$ cat config.mk
export PLATFORM = sky130hd
export DESIGN_NAME = uart_core_cfg
export DESIGN_NICKNAME = d
export VERILOG_FILES = /design/src/rtl/uart_core_cfg.sv
export SDC_FILE = /design/constraint.sdc
export NUM_CORES = 1
export LEC_CHECK = 0
export ABC_AREA = 1
export CAP_MARGIN = 20
export CORE_MARGIN = 2
export CORE_UTILIZATION = 35
export CTS_CLUSTER_DIAMETER = 50
export CTS_CLUSTER_SIZE = 8
export DETAILED_ROUTE_END_ITERATION = 8
export SLEW_MARGIN = 30
export SYNTH_ARGS = -nofsm -noshare
export SYNTH_HDL_FRONTEND = slang
export SYNTH_SLANG_ARGS = --single-unit
$ cat constraint.sdc
create_clock -name i_clk -period 5 [get_ports i_clk]
set_input_delay 1 -clock i_clk [delete_from_list [all_inputs] [get_ports i_clk]]
set_output_delay 1 -clock i_clk [all_outputs]
set_load 0.02 [all_outputs]
$ cat src/rtl/uart_core_cfg.sv
// Full-duplex UART with elaboration-time frame format (data bits, parity, stop bits).
// Ready/valid transmit handshake; receive side reports parity and framing errors.
module uart_core_cfg #(
  parameter int CLKS_PER_BIT = 868,
  parameter int DATA_BITS    = 8,
  parameter int PARITY       = 0,
  parameter int STOP_BITS    = 1
) (
  input  logic                 i_clk,
  input  logic                 i_rst_n,
  input  logic                 i_uart_rxd,
  input  logic                 i_tx_dv,
  input  logic [DATA_BITS-1:0] i_tx_byte,
  output logic                 o_tx_ready,
  output logic                 o_tx_active,
  output logic                 o_tx_done,
  output logic                 o_uart_txd,
  output logic                 o_rx_dv,
  output logic [DATA_BITS-1:0] o_rx_byte,
  output logic                 o_rx_parity_err,
  output logic                 o_rx_frame_err
);
  localparam int CW = $clog2(CLKS_PER_BIT);
  localparam int BW = $clog2(DATA_BITS + 1);
  localparam logic [CW-1:0] CNT_LAST  = CW'(CLKS_PER_BIT - 1);
  localparam logic [CW-1:0] CNT_HALF  = CW'(CLKS_PER_BIT / 2 - 1);
  localparam logic [BW-1:0] DATA_LAST = BW'(DATA_BITS - 1);
  localparam logic [BW-1:0] STOP_LAST = BW'(STOP_BITS - 1);

  typedef enum logic [2:0] {TX_IDLE, TX_START, TX_DATA, TX_PARITY, TX_STOP} tx_state_t;
  typedef enum logic [2:0] {RX_IDLE, RX_START, RX_DATA, RX_PARITY, RX_STOP, RX_DONE,
                            RX_WAIT_HIGH} rx_state_t;

  // Parity bit that completes the data word to the configured odd/even weight
  function automatic logic par_bit(input logic [DATA_BITS-1:0] d);
    return (^d) ^ (PARITY == 1);
  endfunction

  tx_state_t             tx_state, tx_state_nxt;
  logic [CW-1:0]         tx_clk_cnt, tx_clk_nxt;
  logic [BW-1:0]         tx_bit_cnt, tx_bit_nxt;
  logic [DATA_BITS-1:0]  tx_shift, tx_shift_nxt;
  logic                  tx_par, tx_par_nxt, tx_txd_nxt, tx_done_nxt, tx_bit_end;

  assign o_tx_ready  = (tx_state == TX_IDLE);
  assign o_tx_active = (tx_state != TX_IDLE);

  always_comb begin
    tx_state_nxt = tx_state;
    tx_clk_nxt   = tx_clk_cnt + 1'b1;
    tx_bit_nxt   = tx_bit_cnt;
    tx_shift_nxt = tx_shift;
    tx_par_nxt   = tx_par;
    tx_done_nxt  = 1'b0;
    tx_txd_nxt   = 1'b1;
    tx_bit_end   = (tx_clk_cnt == CNT_LAST);
    case (tx_state)
      TX_IDLE: begin
        tx_clk_nxt = '0;
        if (i_tx_dv) begin
          tx_state_nxt = TX_START;
          tx_shift_nxt = i_tx_byte;
          tx_par_nxt   = par_bit(i_tx_byte);
        end
      end
      TX_START: if (tx_bit_end) begin
        tx_state_nxt = TX_DATA;
        tx_clk_nxt   = '0;
        tx_bit_nxt   = '0;
      end
      TX_DATA: if (tx_bit_end) begin
        tx_clk_nxt   = '0;
        tx_shift_nxt = tx_shift >> 1;
        if (tx_bit_cnt == DATA_LAST) begin
          tx_bit_nxt   = '0;
          tx_state_nxt = (PARITY != 0) ? TX_PARITY : TX_STOP;
        end else begin
          tx_bit_nxt = tx_bit_cnt + 1'b1;
        end
      end
      TX_PARITY: if (tx_bit_end) begin
        tx_state_nxt = TX_STOP;
        tx_clk_nxt   = '0;
        tx_bit_nxt   = '0;
      end
      TX_STOP: if (tx_bit_end) begin
        tx_clk_nxt = '0;
        if (tx_bit_cnt == STOP_LAST) begin
          tx_state_nxt = TX_IDLE;
          tx_bit_nxt   = '0;
          tx_done_nxt  = 1'b1;
        end else begin
          tx_bit_nxt = tx_bit_cnt + 1'b1;
        end
      end
      default: tx_state_nxt = TX_IDLE;
    endcase
    // Line level is registered alongside the state it belongs to
    case (tx_state_nxt)
      TX_START:  tx_txd_nxt = 1'b0;
      TX_DATA:   tx_txd_nxt = tx_shift_nxt[0];
      TX_PARITY: tx_txd_nxt = tx_par_nxt;
      default:   tx_txd_nxt = 1'b1;
    endcase
  end

  always_ff @(posedge i_clk) begin
    if (!i_rst_n) begin
      tx_state   <= TX_IDLE;
      tx_clk_cnt <= '0;
      tx_bit_cnt <= '0;
      o_uart_txd <= 1'b1;
      o_tx_done  <= 1'b0;
    end else begin
      tx_state   <= tx_state_nxt;
      tx_clk_cnt <= tx_clk_nxt;
      tx_bit_cnt <= tx_bit_nxt;
      o_uart_txd <= tx_txd_nxt;
      o_tx_done  <= tx_done_nxt;
    end
    tx_shift <= tx_shift_nxt;
    tx_par   <= tx_par_nxt;
  end

  rx_state_t             rx_state, rx_state_nxt;
  logic [CW-1:0]         rx_clk_cnt, rx_clk_nxt;
  logic [BW-1:0]         rx_bit_cnt, rx_bit_nxt;
  logic [DATA_BITS-1:0]  rx_shift, rx_shift_nxt;
  logic                  rx_perr, rx_perr_nxt, rx_ferr, rx_ferr_nxt;
  logic                  rxd_p0, rxd_p1, rx_bit_end;

  assign o_rx_dv = (rx_state == RX_DONE);

  always_comb begin
    rx_state_nxt = rx_state;
    rx_clk_nxt   = rx_clk_cnt + 1'b1;
    rx_bit_nxt   = rx_bit_cnt;
    rx_shift_nxt = rx_shift;
    rx_perr_nxt  = rx_perr;
    rx_ferr_nxt  = rx_ferr;
    rx_bit_end   = (rx_clk_cnt == CNT_LAST);
    case (rx_state)
      RX_IDLE: begin
        rx_clk_nxt = '0;
        if (!rxd_p1) begin
          rx_state_nxt = RX_START;
          rx_perr_nxt  = 1'b0;
          rx_ferr_nxt  = 1'b0;
        end
      end
      RX_START: if (rx_clk_cnt == CNT_HALF) begin
        rx_clk_nxt   = '0;
        rx_bit_nxt   = '0;
        rx_state_nxt = rxd_p1 ? RX_IDLE : RX_DATA;
      end
      RX_DATA: if (rx_bit_end) begin
        rx_clk_nxt   = '0;
        rx_shift_nxt = {rxd_p1, rx_shift[DATA_BITS-1:1]};
        if (rx_bit_cnt == DATA_LAST) begin
          rx_bit_nxt   = '0;
          rx_state_nxt = (PARITY != 0) ? RX_PARITY : RX_STOP;
        end else begin
          rx_bit_nxt = rx_bit_cnt + 1'b1;
        end
      end
      RX_PARITY: if (rx_bit_end) begin
        rx_clk_nxt   = '0;
        rx_perr_nxt  = rxd_p1 ^ par_bit(rx_shift);
        rx_state_nxt = RX_STOP;
      end
      RX_STOP: if (rx_bit_end) begin
        rx_clk_nxt = '0;
        if (!rxd_p1) rx_ferr_nxt = 1'b1;
        if (rx_bit_cnt == STOP_LAST) begin
          rx_bit_nxt   = '0;
          rx_state_nxt = RX_DONE;
        end else begin
          rx_bit_nxt = rx_bit_cnt + 1'b1;
        end
      end
      RX_DONE: begin
        rx_clk_nxt   = '0;
        rx_state_nxt = rx_ferr ? RX_WAIT_HIGH : RX_IDLE;
      end
      RX_WAIT_HIGH: begin
        rx_clk_nxt = '0;
        if (rxd_p1) rx_state_nxt = RX_IDLE;
      end
      default: rx_state_nxt = RX_IDLE;
    endcase
  end

  always_ff @(posedge i_clk) begin
    if (!i_rst_n) begin
      rxd_p0          <= 1'b1;
      rxd_p1          <= 1'b1;
      rx_state        <= RX_IDLE;
      rx_clk_cnt      <= '0;
      rx_bit_cnt      <= '0;
      rx_perr         <= 1'b0;
      rx_ferr         <= 1'b0;
      o_rx_byte       <= '0;
      o_rx_parity_err <= 1'b0;
      o_rx_frame_err  <= 1'b0;
    end else begin
      // Stage p0/p1: two-flop synchroniser on the asynchronous line
      rxd_p0     <= i_uart_rxd;
      rxd_p1     <= rxd_p0;
      rx_state   <= rx_state_nxt;
      rx_clk_cnt <= rx_clk_nxt;
      rx_bit_cnt <= rx_bit_nxt;
      rx_perr    <= rx_perr_nxt;
      rx_ferr    <= rx_ferr_nxt;
      if (rx_state_nxt == RX_DONE) begin
        o_rx_byte       <= rx_shift_nxt;
        o_rx_parity_err <= (PARITY != 0) && rx_perr_nxt;
        o_rx_frame_err  <= rx_ferr_nxt;
      end
    end
    rx_shift <= rx_shift_nxt;
  end
endmodule

==> results of run 1 <==
[synth_stat cells, drive strengths merged]
cell / count / area, µm²
a31oi: 1 / 6.260
clkbuf: 2 / 7.510
conb: 1 / 3.750
or2: 4 / 25.02
nand2: 128 / 493.0
nand4: 4 / 25.02
nor2: 70 / 307.8
buf: 4 / 33.78
a21oi: 17 / 92.59
nor3: 14 / 92.59
nor4: 2 / 12.51
o211ai: 2 / 15.01
and2: 1 / 6.260
nand3b: 2 / 15.01
a211oi: 1 / 7.510
edfxtp: 7 / 210.2
dfxtp: 58 / 1161
o21bai: 1 / 7.510
inv: 69 / 259.0
nor3b: 1 / 7.510
clkinv: 1 / 3.750
xor2: 10 / 87.58
a22oi: 2 / 15.01
ha: 7 / 87.58
xnor2: 2 / 17.52
nand3: 39 / 200.2
o21ai: 23 / 115.1
[registers in the layout (all words and copies together) (netlist names), 4 cells and up]
name,count
o_rx_byte,8
rx_bit_cnt,4
rx_clk_cnt,10
rx_shift,8
tx_bit_cnt,4
tx_clk_cnt,10
tx_shift,8
[cell type report]
class                      count  area share, %
clock buffer                   9          3.204
clock inverter                 7          2.039
inverter                      70          6.796
multi-input combinational    332          42.43
sequential                    65          35.47
tap                          111          3.592
timing repair buffer          25          6.472
[cell usage in the layout, fill, tap and decap left out, types with 3 or more instances in the layout]
cell type and instances:
nor2_4 5, edfxtp_1 7, nor3_1 12, nor2_2 3, or2_2 4, inv_1 68, clkbuf_8 9, o21ai_0 22
clkinv_4 3, nand4_1 4, xor2_1 10, a21oi_1 15, nand3_1 38, nor2_1 62, nand2_1 125, dfxtp_1 58
ha_1 7, clkdlybuf4s50_1 25
[report_power, final]
group	leakage [nW]	total (mW)	internal [mW]	switching [mW]
Clock	0.104	0.454	0.235	0.219
Sequential	0.540	0.546	0.540	0.00530
Combinational	1.06	0.0759	0.0294	0.0465
[layer usage]
layer  vias up  routed length, µm  track usage, %
met5         -                  0               0
met4         0                 70           4.366
met3         6                251           4.900
met2        41               2935           22.26
met1      1307               3241           17.61
li1       1550                  -               -
[cell families after synthesis]
group | Yosys count | synth area share, %
DFF | 65 | 41.36
AOI/OAI and AO/OA | 47 | 7.811
adders and majority gates | 7 | 2.641
buffers and inverters | 76 | 9.169
other | 1 | 0.1131
and+or+nand+nor | 265 | 35.74
xor gates and xnor gates | 12 | 3.170
[stage by stage]
stage               instance area, µm²  cells  total power, mW  util (%)  setup WS, ns
detailed placement                3664    603           0.6344     39.84         2.076
finish                            3866    619            1.076     42.04         2.248
floorplan                         3316    473           0.6072         -         3.090
global route                      3866    619            1.128     42.04         2.100
global placement                  3664    603           0.6328     39.84         2.082
CTS                               3866    619            1.094     42.04         2.202
[worst paths after layout]
kind                                    start            to  slack (ns)  cells past startpoint
worst max-delay path              tx_state[2]   o_tx_active        2.25                      5
worst min-delay path                   rxd_p0        rxd_p1        0.42                      1
worst max register to register  rx_clk_cnt[0]  o_rx_byte[5]        2.96                      8
worst min register to register         rxd_p0        rxd_p1        0.42                      1
[worst register-to-register path, stage by stage (launching register included)]
cell	delay, ns
dfxtp_1	0.41
ha_1	0.27
nand2_1	0.07
nor2_1	0.17
nand2_4	0.13
nor3_4	0.58
nand3_1	0.16
nand2_1	0.09
nor2_1	0.05
==> results.yml, run 1 <==
sta:
  finalClockSkew_ns: 0.01273
  tightest_slew_ns: 0.7207
  rsz0062_at_grt: "false"
  fmax_mhz: 363.3
  hold_viol_final: 0
  hold_slack_ns: 0.4207
  relSlewSlack_pct: 51.79
  finalSetupTns_ns: 0
  drv_slew: 0
  finalWorstPathRequiredPeriod_ns: 2.752
  setup_violations: 0
  period_share_pct: 55.05
final_layout:
  drive_gt1_share_pct: 7.283
  fillers: 948
  seq_area_um2: 1371
  multi_input_area_um2: 1640
  area_growth_pct: 16.60
  nNetsFinal: 522
  n_antenna_cell: 0
yosys:
  synth_seq_area_share_pct: 41.36
  syn_area_um2: 3316
  ys_seq_elements: 65
  syn_nets: 492
  ys_types: 38
  netlist_instances: 473
  yosys_warnings: 0
  syn_avg_cell_area_um2: 7.010
global_route:
  track_usage_pct: 13.90
  grt_start_max_net_pins: 20
  gr-total-overflow: 0
  grt_pass1_wl_um: 11620
  grt_pass1_vias: 2730
  antenna_found_initial: 0
detailed_routing:
  drtAntennaViolNets: 0
  drt_iter0_markers: 99
  routed_wl_um: 6498
  wl_per_cell_um: 10.50
  drc_errors: 0
  viasPerCell: 4.691
  vias: 2904
  first_pass_iters: 4
floorplanning:
  rows: 35
  ios: 27
  initial_core_util_pct: 36.05
  coreArea_um2: 9196
  die_area_um2: 10270
  fp.dieH_um: 101.3
  die_w_um: 101.3
cts:
  cts_num_sinks: 65
  clk_latency_ns: 0.35
  htreeDepth: 3
  path_clk_slew_ns: 0.07
  cts_buffers: 9
  root_buffer: "clkbuf_8"
  cts_setup_buffers: 0
  max-clock-path-buffers: 2
  cts_tree: "built"
  ctsHoldBuffers: 0
  cts_resized: 0
placement:
  gp_congestion: 0.8908
  io_buffers: 25
  hpwlAfterDp_um: 4692
setup_path:
  crit_path_end_kind: "output pin"
  cp.required_ns: 4.00
  path_buf_inv: 3
  cpLargestDelayFamily: "buffers and inverters"
  arrival_ns: 1.75
  path_max_fanout: 6
  slowest_delay_ns: 0.55
  cpMaxStageDelayCell: "clkdlybuf4s50_1"
  crit_path_start_kind: "flip-flop"
  cp_cell_sequence: "nor2_1 -> inv_1 -> nor2_4 -> inv_1 -> clkdlybuf4s50_1"
  path_class: "reg2out"
  cpMostUsedCell: "inv_1"
run_status:
  status: "completed"
power:
  power.leakage_nw: 1.709
  irDropWorstVdd_mv: 0.1540
  power_density_nw_per_um2: 278.3
flow_run:
  drv_cap: 0
min_path:
  hold_class: "reg2reg"
(Power assumes the default switching activity.)
==> run 2, diff against run 1 <==
==> constraint.sdc (replaced) <==
create_clock -name i_clk -period 2.5 [get_ports i_clk]
set_input_delay 0.5 -clock i_clk [delete_from_list [all_inputs] [get_ports i_clk]]
set_output_delay 0.5 -clock i_clk [all_outputs]
set_load 0.02 [all_outputs]
==> run 2 against run 1 <==
Compared with the run above:
- highest routed layer unchanged
- largest power group unchanged
- via count decreased by 0.14%
- largest cell class unchanged
- count of clock-buffer cells in the layout is 4 higher
- routed wire length is 1.7% lower
- final cell count up 0.48%
==> results.yml, run 2 (synthesis results as in run 1) <==
detailed_routing:
  drtAntennaViolNets: 0
  first_pass_iters: 4
  drt_iter0_markers: 112
  wl_per_cell_um: 10.27
  viasPerCell: 4.662
  routed_wl_um: 6389
  drc_errors: 0
  vias: 2900
final_layout:
  largestRegisters: "rx_clk_cnt (10), tx_clk_cnt (10)"
  final_common_cell: "nand2_1"
  drive_gt1_share_pct: 7.436
  n_antenna_cell: 0
  nNetsFinal: 525
  final_area_um2: 3885
  area_growth_pct: 17.17
  final_cell_mix: "nand2_1, inv_1, nor2_1"
sta:
  tightest_slew_ns: 0.5939
  finalSetupTns_ns: 0
  hold_viol_final: 0
  relSlewSlack_pct: 60.28
  setup_violations: 0
  fmax_mhz: 442.6
  period_share_pct: 90.37
  finalWorstPathRequiredPeriod_ns: 2.259
  drv_slew: 0
  finalClockSkew_ns: 0.007688
  rsz0062_at_grt: "false"
setup_path:
  crit_path_start_kind: "flip-flop"
  path_max_fanout: 6
  cpLargestDelayFamily: "buffers and inverters"
  regToRegSetupSlack_ns: 0.55
  crit_path_end_kind: "output pin"
  slowest_delay_ns: 0.55
  path_buf_inv: 3
  cpMaxStageDelayCell: "clkdlybuf4s50_1"
  cpMostUsedCell: "inv_1"
  cp.required_ns: 2.00
  cp_cell_sequence: "nor2_1 -> inv_1 -> nor2_4 -> inv_1 -> clkdlybuf4s50_1"
  arrival_ns: 1.76
  path_class: "reg2out"
floorplanning:
  die_area_um2: 10270
  die_w_um: 101.3
  initial_core_util_pct: 36.05
  coreArea_um2: 9196
  ios: 27
  rows: 35
  fp.dieH_um: 101.3
cts:
  cts_tree: "built"
  cts_buffers: 9
  root_buffer: "clkbuf_8"
  cts_resized: 0
  path_clk_slew_ns: 0.07
  htreeDepth: 3
  cts_setup_buffers: 0
  max-clock-path-buffers: 2
  clk_latency_ns: 0.33
  cts_num_sinks: 65
  ctsHoldBuffers: 0
placement:
  hpwlAfterDp_um: 4813
  io_buffers: 25
  gp_congestion: 0.8413
  placed_area_um2: 3686
global_route:
  gr-total-overflow: 0
  antenna_found_initial: 0
  grt_start_max_net_pins: 18
  track_usage_pct: 13.67
  grt_pass1_vias: 2728
  grt_pass1_wl_um: 11510
flow_run:
  drv_cap: 0
power:
  power_density_nw_per_um2: 551.8
  irDropWorstVdd_mv: 0.2236
  power.leakage_nw: 1.723
run_status:
  status: "completed"
min_path:
  hold_class: "reg2reg"
-- run 2: cell count changes in the layout (fill, tap and decap cells not counted), sizes merged --
cell	before	now
inv	71	69
buf	0	3
clkinv	5	3
clkbuf	9	13
-- run 2: cell type report --
type                            instances  area [µm²]
Clock buffer                           13       158.9
Clock inverter                          3       40.04
Fill cell                             963        5311
Inverter                               70       262.8
Multi-Input combinational cell        332        1640
Sequential cell                        65        1371
Tap cell                              111       138.9
Timing Repair Buffer                   28       272.8
-- run 2: where the power goes --
| part | internal [mW] | leakage (nW) | switching [mW] | total (mW) |
|---|---|---|---|---|
| clock network | 0.513 | 0.103 | 0.382 | 0.895 |
| registers | 1.08 | 0.540 | 0.0111 | 1.09 |
| logic | 0.0621 | 1.08 | 0.0938 | 0.156 |
-- run 2: worst paths after layout --
path                       from            to  cells past startpoint
setup / recovery    tx_state[0]   o_tx_active                      5
hold / removal           rxd_p0        rxd_p1                      1
setup reg to reg  rx_clk_cnt[0]  o_rx_byte[5]                      8
hold reg to reg          rxd_p0        rxd_p1                      1
-- run 2: metrics by stage --
stage	util, %	power, mW	worst slack (ns)	hold slack, ns	std cells
3_3_place_gp	40.08	1.269	0.5907	0.3939	606
2_1_floorplan	-	1.214	0.8158	0.3925	473
6_report	42.24	2.144	0.2408	0.4141	622
3_5_place_dp	40.08	1.273	0.5555	0.3977	606
5_1_grt	42.24	2.245	0.09857	0.4347	622
4_1_cts	42.24	2.174	0.2064	0.4154	622
-- run 2: routing by layer --
metal / GRT usage, % / share of wire, % / vias up
li1: - / - / 1557
met1: 17.91 / 49 / 1300
met2: 22.31 / 46 / 38
met3: 3.658 / 3.5 / 5
met4: 3.742 / 0.78 / 0
met5: 0 / 0 / -
==> run 3, diff against run 2 <==
--- a/config.mk
+++ b/config.mk
@@ -12,7 +12,6 @@
 export CTS_CLUSTER_DIAMETER = 50
 export CTS_CLUSTER_SIZE = 8
 export DETAILED_ROUTE_END_ITERATION = 8
-export SLEW_MARGIN = 30
 export SYNTH_ARGS = -nofsm -noshare
 export SYNTH_HDL_FRONTEND = slang
 export SYNTH_SLANG_ARGS = --single-unit
==> results of run 3 <==
No change in the layout: final DEF, timing and power equal those of run 2.
